--- src/rtl/gups_pkg.sv ---
// Shared types and the LFSR step used by the GUPS read-modify-write engine.
package gups_pkg;

    localparam logic [63:0] LFSR_POLY = 64'h7;

    typedef enum logic [1:0] {IDLE, RUN, DRAIN, DONE} state_t;
    typedef enum logic {MODE_INC, MODE_XOR} mode_t;

    function automatic logic [63:0] lfsr_step(input logic [63:0] cur);
        return {cur[62:0], 1'b0} ^ (cur[63] ? LFSR_POLY : 64'h0);
    endfunction

endpackage

--- src/rtl/gups_tag_fifo.sv ---
// Synchronous FIFO holding {address, lfsr} tags for reads awaiting their response.
module gups_tag_fifo #(
    parameter int WIDTH = 96,
    parameter int DEPTH = 8
) (
    input  logic             clk,
    input  logic             reset_n,
    input  logic             push,
    input  logic [WIDTH-1:0] push_data,
    input  logic             pop,
    output logic [WIDTH-1:0] head,
    output logic             full,
    output logic             empty
);
    localparam int PTR_W = $clog2(DEPTH);

    logic [WIDTH-1:0] mem [DEPTH];
    logic [PTR_W:0]   wr_ptr;
    logic [PTR_W:0]   rd_ptr;

    // Extra pointer bit distinguishes full from empty when the indices match.
    assign empty = (wr_ptr == rd_ptr);
    assign full  = (wr_ptr[PTR_W] != rd_ptr[PTR_W]) &&
                   (wr_ptr[PTR_W-1:0] == rd_ptr[PTR_W-1:0]);
    assign head  = mem[rd_ptr[PTR_W-1:0]];

    always_ff @(posedge clk) begin
        if (!reset_n) begin
            wr_ptr <= '0;
            rd_ptr <= '0;
        end else begin
            if (push && !full) wr_ptr <= wr_ptr + (PTR_W+1)'(1);
            if (pop && !empty) rd_ptr <= rd_ptr + (PTR_W+1)'(1);
        end
    end

    always_ff @(posedge clk) begin
        if (push && !full) mem[wr_ptr[PTR_W-1:0]] <= push_data;
    end

endmodule

--- src/rtl/gups_engine.sv ---
// Random-access RMW engine: LFSR addresses, up to DEPTH outstanding reads, one-entry write register.
// state | meaning
// IDLE  | waiting for start
// RUN   | issuing reads until num_updates have been issued
// DRAIN | all reads issued, waiting for the remaining writes
// DONE  | one-cycle completion pulse
module gups_engine
    import gups_pkg::*;
#(
    parameter int ADDR_W = 32,
    parameter int DATA_W = 64,
    parameter int DEPTH  = 8,
    parameter int CNT_W  = 32
) (
    input  logic              clk,
    input  logic              reset_n,
    input  logic              start,
    input  logic [63:0]       seed,
    input  logic [ADDR_W-1:0] range_mask,
    input  logic [CNT_W-1:0]  num_updates,
    input  logic              mode,
    output logic              busy,
    output logic              done,
    output logic [CNT_W-1:0]  update_count,
    output logic              rd_req_valid,
    input  logic              rd_req_ready,
    output logic [ADDR_W-1:0] rd_req_addr,
    input  logic              rd_rsp_valid,
    output logic              rd_rsp_ready,
    input  logic [DATA_W-1:0] rd_rsp_data,
    output logic              wr_valid,
    input  logic              wr_ready,
    output logic [ADDR_W-1:0] wr_addr,
    output logic [DATA_W-1:0] wr_data
);
    localparam int TAG_W = ADDR_W + 64;

    state_t            state, state_nx;
    logic [63:0]       lfsr;
    logic [63:0]       lfsr_nx;
    logic [ADDR_W-1:0] mask_r;
    logic [CNT_W-1:0]  num_r;
    logic [CNT_W-1:0]  issued;
    mode_t             mode_r;
    logic              fifo_full, fifo_empty;
    logic [TAG_W-1:0]  fifo_head;
    logic [ADDR_W-1:0] head_addr;
    logic [63:0]       head_lfsr;
    logic              rd_fire, rsp_fire, wr_fire, start_ok;

    assign lfsr_nx   = lfsr_step(lfsr);
    assign head_addr = fifo_head[TAG_W-1:64];
    assign head_lfsr = fifo_head[63:0];

    assign rd_req_valid = (state == RUN) && (issued < num_r) && !fifo_full;
    assign rd_req_addr  = rd_req_valid ? (lfsr_nx[ADDR_W-1:0] & mask_r) : '0;
    assign rd_rsp_ready = !fifo_empty && (!wr_valid || wr_ready);
    assign rd_fire      = rd_req_valid && rd_req_ready;
    assign rsp_fire     = rd_rsp_valid && rd_rsp_ready;
    assign wr_fire      = wr_valid && wr_ready;
    assign start_ok     = (state == IDLE) && start;
    assign busy         = (state != IDLE);
    assign done         = (state == DONE);

    gups_tag_fifo #(.WIDTH(TAG_W), .DEPTH(DEPTH)) u_tag_fifo (
        .clk       (clk),
        .reset_n   (reset_n),
        .push      (rd_fire),
        .push_data ({rd_req_addr, lfsr_nx}),
        .pop       (rsp_fire),
        .head      (fifo_head),
        .full      (fifo_full),
        .empty     (fifo_empty)
    );

    always_ff @(posedge clk) begin
        if (!reset_n) state <= IDLE;
        else          state <= state_nx;
    end

    always_comb begin
        state_nx = state;
        case (state)
            IDLE:    if (start) state_nx = (num_updates == '0) ? DONE : RUN;
            RUN:     if (issued == num_r) state_nx = DRAIN;
            DRAIN:   if (update_count == num_r) state_nx = DONE;
            DONE:    state_nx = IDLE;
            default: state_nx = IDLE;
        endcase
    end

    always_ff @(posedge clk) begin
        if (!reset_n) begin
            lfsr         <= '0;
            mask_r       <= '0;
            num_r        <= '0;
            mode_r       <= MODE_INC;
            issued       <= '0;
            update_count <= '0;
            wr_valid     <= 1'b0;
            wr_addr      <= '0;
            wr_data      <= '0;
        end else begin
            if (start_ok) begin
                lfsr         <= (seed == 64'h0) ? 64'h1 : seed;
                mask_r       <= range_mask;
                num_r        <= num_updates;
                mode_r       <= mode_t'(mode);
                issued       <= '0;
                update_count <= '0;
            end
            if (rd_fire) begin
                lfsr   <= lfsr_nx;
                issued <= issued + CNT_W'(1);
            end
            // A refill may land in the same cycle the previous write is accepted.
            if (rsp_fire) begin
                wr_valid <= 1'b1;
                wr_addr  <= head_addr;
                wr_data  <= (mode_r == MODE_XOR) ? (rd_rsp_data ^ head_lfsr[DATA_W-1:0])
                                                 : (rd_rsp_data + DATA_W'(1));
            end else if (wr_fire) begin
                wr_valid <= 1'b0;
            end
            if (wr_fire) update_count <= update_count + CNT_W'(1);
        end
    end

endmodule

--- config.mk ---
export PLATFORM = sky130hd
export DESIGN_NAME = gups_engine
export DESIGN_NICKNAME = d
export VERILOG_FILES = /design/src/rtl/gups_pkg.sv /design/src/rtl/gups_tag_fifo.sv /design/src/rtl/gups_engine.sv
export SDC_FILE = /design/constraint.sdc
export NUM_CORES = 1
export LEC_CHECK = 0
export ABC_CLOCK_PERIOD_IN_PS = 16450
export BUFFER_PORTS_ARGS = -buffer_cell sky130_fd_sc_hd__buf_2
export CORE_MARGIN = 1
export CORE_UTILIZATION = 50
export CTS_BUF_LIST = sky130_fd_sc_hd__clkbuf_4
export DETAILED_ROUTE_END_ITERATION = 10
export GPL_ROUTABILITY_DRIVEN = 0
export PLACE_DENSITY = 0.69
export SLEW_MARGIN = 15
export SYNTH_ARGS = -nofsm -noshare
export SYNTH_HDL_FRONTEND = slang
export SYNTH_SLANG_ARGS = --single-unit
--- constraint.sdc ---
create_clock -name clk -period 16.45 [get_ports clk]
set_input_delay 2.4675 -clock clk [delete_from_list [all_inputs] [get_ports clk]]
set_output_delay 2.4675 -clock clk [all_outputs]
set_load 0.01 [all_outputs]
==> impl_metrics.tcl <==
set metrics [dict create \
    layout_common_cells "768 x edfxtp_1, 429 x clkbuf_4, 363 x buf_2" \
    synthToLayoutAreaGrowth_pct 15.0 \
    cp-end-kind "output port" \
    htreeDepth 5 \
    power.leakage_nw 18.5 \
    drive_gt1_share_pct 30.0 \
    synth_top_flop_cell "edfxtp_1" \
    cp-start-kind "register" \
    synthCells 3033 \
    gr-total-overflow 0 \
    synth_edf_count 768 \
    dp_hpwl_um 76600 \
    tns_ns 0 \
    crit_top_cell "buf_4" \
    drv_cap 0 \
    fmax_ghz 0.142 \
    post_cts_buffers 0 \
    synth_cell_type_count 80 \
    die-height_um 299 \
    antenna_found_initial 28 \
    critical-path-max-stage-delay_ns 0.53 \
    grt_setup_unrepaired "no" \
    r2r-start "issued[11]" \
    worst_hold_startpoint "wr_data[39]" \
    vdd_ir_drop_max_mv 0.0868 \
    final_common_cell "edfxtp_1" \
    tightest_slew_ns 1.16 \
    postCtsHoldBufs 0 \
    initial_core_util_pct 50.6 \
    p_per_area_nw_per_um2 137 \
    clkPwrFrac_pct 33.4 \
    period_share_pct 42.9 \
    finClkSkew_ns 0.0953 \
    layout.nets 3789 \
    drc 0 \
    syn_area_sq_um 44000 \
    slew_headroom_pct 22.6 \
    ys_seq_area_share_pct 66.2 \
    wire_per_inst_um 24.7 \
    wirelength_um 122000 \
    finalSetupViolCount 0 \
    globalRouteTotalUtil_pct 27.0 \
    layout_min_cycle_time_ns 7.06 \
    p_int_mw 4.92 \
    critical_path_class "reg2out" \
    synth_async_sr_flop_share_pct 0 \
    power_mw 6.95 \
    pwr-share-seq_pct 49.2 \
    finalMaxSlewViolations 0 \
    clock-sinks 1071 \
    dieArea_sq_um 89200 \
    vias_per_cell 5.94 \
    insertion_delay_ns 1.15 \
    critical_path_arrival_ns 4.59 \
    num_vias 29300 \
    swShare_pct 29.2 \
    ant_nets 0 \
    final-hold-violation-count 0 \
    startpoint "issued[11]" \
    clock_path_buffers 4 \
    cts_tree "built" \
    crit_chain "ha_1 > and4_1 > a221oi_1 > o221ai_1 > a21oi_4 > buf_4 > buf_4 > and3_1 > buf_2" \
    postSynthAreaPerCell_sq_um 14.5 \
    synth-seq-cells 1071 \
    die_x_um 299 \
    root_buffer "clkbuf_4" \
    grt_max_degree 117 \
    port_buffers 363 \
    cts_buffers 290 \
    grt_first_pass_wirelength_um 178000 \
    rows 108 \
    yosysWarnings 0 \
    clkTransAtPathRegs_ns 0.07 \
    boundaryPins 364 \
    grt_pass1_vias 28700 \
    crit_required_ns 13.98 \
    power.net_switching_mw 2.03 \
    dr.pass1.iters 8 \
    crit_slowest_cell "buf_4" \
    outcome "finished clean" \
    crit_fanout 44 \
    combPwrFrac_pct 17.4 \
    synth_nets 3274 \
    initialDrtViolationCount 3142 \
    core-area_sq_um 87000 \
    cts_resized 0 \
    min_path_type "reg2reg" \
]
cells by family after synthesis:
group	synth area share, %
flip-flops	66.2
AO/OA/AOI/OAI	6.36
buffers and inverters	2.32
XOR/XNOR	2.31
adder cells (fa/ha/maj)	1.19
AND/OR/NAND/NOR	9.33
multiplexers	12.3
per-stage QoR:
stage / worst slack, ns / util (%) / hold WS (ns) / cell area, sq um / cells
2_1_floorplan: 2.62 / - / 0.432 / 44000 / 3033
3_3_place_gp: 10.26 / 53.9 / 0.431 / 46900 / 4411
3_5_place_dp: 10.22 / 53.9 / 0.439 / 46900 / 4411
4_1_cts: 9.30 / 58.1 / 0.448 / 50600 / 4907
5_1_grt: 9.12 / 58.1 / 0.463 / 50600 / 4920
6_report: 9.39 / 58.2 / 0.449 / 50600 / 4927
critical path, delay by kind of cell (launching register included):
family | cells | cell delay [ns]
simple gates | 2 | 0.62
fa+ha+maj | 1 | 0.30
flops | 1 | 0.48
buf+inv | 3 | 1.25
compound gates | 3 | 0.82
flip-flops by register name, indices dropped and copies added (netlist names), 2 cells and up, named ones only:
name and cells:
num_r 32, u_tag_fifo.wr_ptr 4, update_count 32, u_tag_fifo.rd_ptr 4, lfsr 64, mask_r 32
u_tag_fifo.mem 768, wr_data 64, wr_addr 32, issued 32, state 2
path summary, 6_finish.rpt:
check	endpoint	slack, ns	cells after the start
max	rd_req_addr[2]	9.39	9
min	wr_data[39]	0.45	2
max reg2reg	u_tag_fifo.mem[6][12]	10.94	10
min reg2reg	wr_data[39]	0.45	2
synthesized netlist by cell type, drive strengths merged, types with 21 or more instances:
library cell / instances / share of area [%]
xnor2: 38 / 0.76
ha: 42 / 1.2
nor3: 55 / 0.65
mux4: 192 / 9.8
buf: 63 / 0.78
edfxtp: 768 / 52
nand2: 333 / 2.9
nand4: 52 / 0.79
nor2: 143 / 1.2
o211a: 21 / 0.48
and3: 56 / 0.81
mux2i: 63 / 1.4
a222oi: 42 / 0.96
dfxtp: 303 / 14
inv: 60 / 0.51
mux2: 41 / 1.0
clkbuf: 121 / 1.0
a21oi: 137 / 1.6
o21ai: 71 / 0.81
a211oi: 33 / 0.56
nand3: 96 / 1.1
xor2: 78 / 1.6
nor4: 40 / 0.58
per-layer routing:
metal | GRT usage (%) | up-vias | wire, um
met5 | 0 | - | 90
met4 | 11.5 | 14 | 3910
met3 | 7.80 | 242 | 12300
met2 | 43.2 | 1484 | 58400
met1 | 34.6 | 14500 | 46800
li1 | - | 13000 | -
power by group through the flow:
| stage | logic (mW) | registers, mW | clock network [mW] |
|---|---|---|---|
| 6_report | 1.21 | 3.42 | 2.32 |
| 2_1_floorplan | 0.829 | 3.38 | 0 |
| 5_1_grt | 1.30 | 3.45 | 2.52 |
| 3_5_place_dp | 1.20 | 3.48 | 0 |
| 3_3_place_gp | 1.20 | 3.47 | 0 |
| 4_1_cts | 1.21 | 3.42 | 2.37 |
area by class of cell:
class | instances | area, sq um
antenna | 20 | 50.0
clock buffer | 429 | 3220
clock inverter | 67 | 398
fill | 6964 | 36400
inverter | 60 | 230
multi-input combinational | 1718 | 14000
sequential | 1071 | 29100
tap | 1155 | 1450
timing repair buffer | 407 | 2160
(Power assumes the default switching activity.)
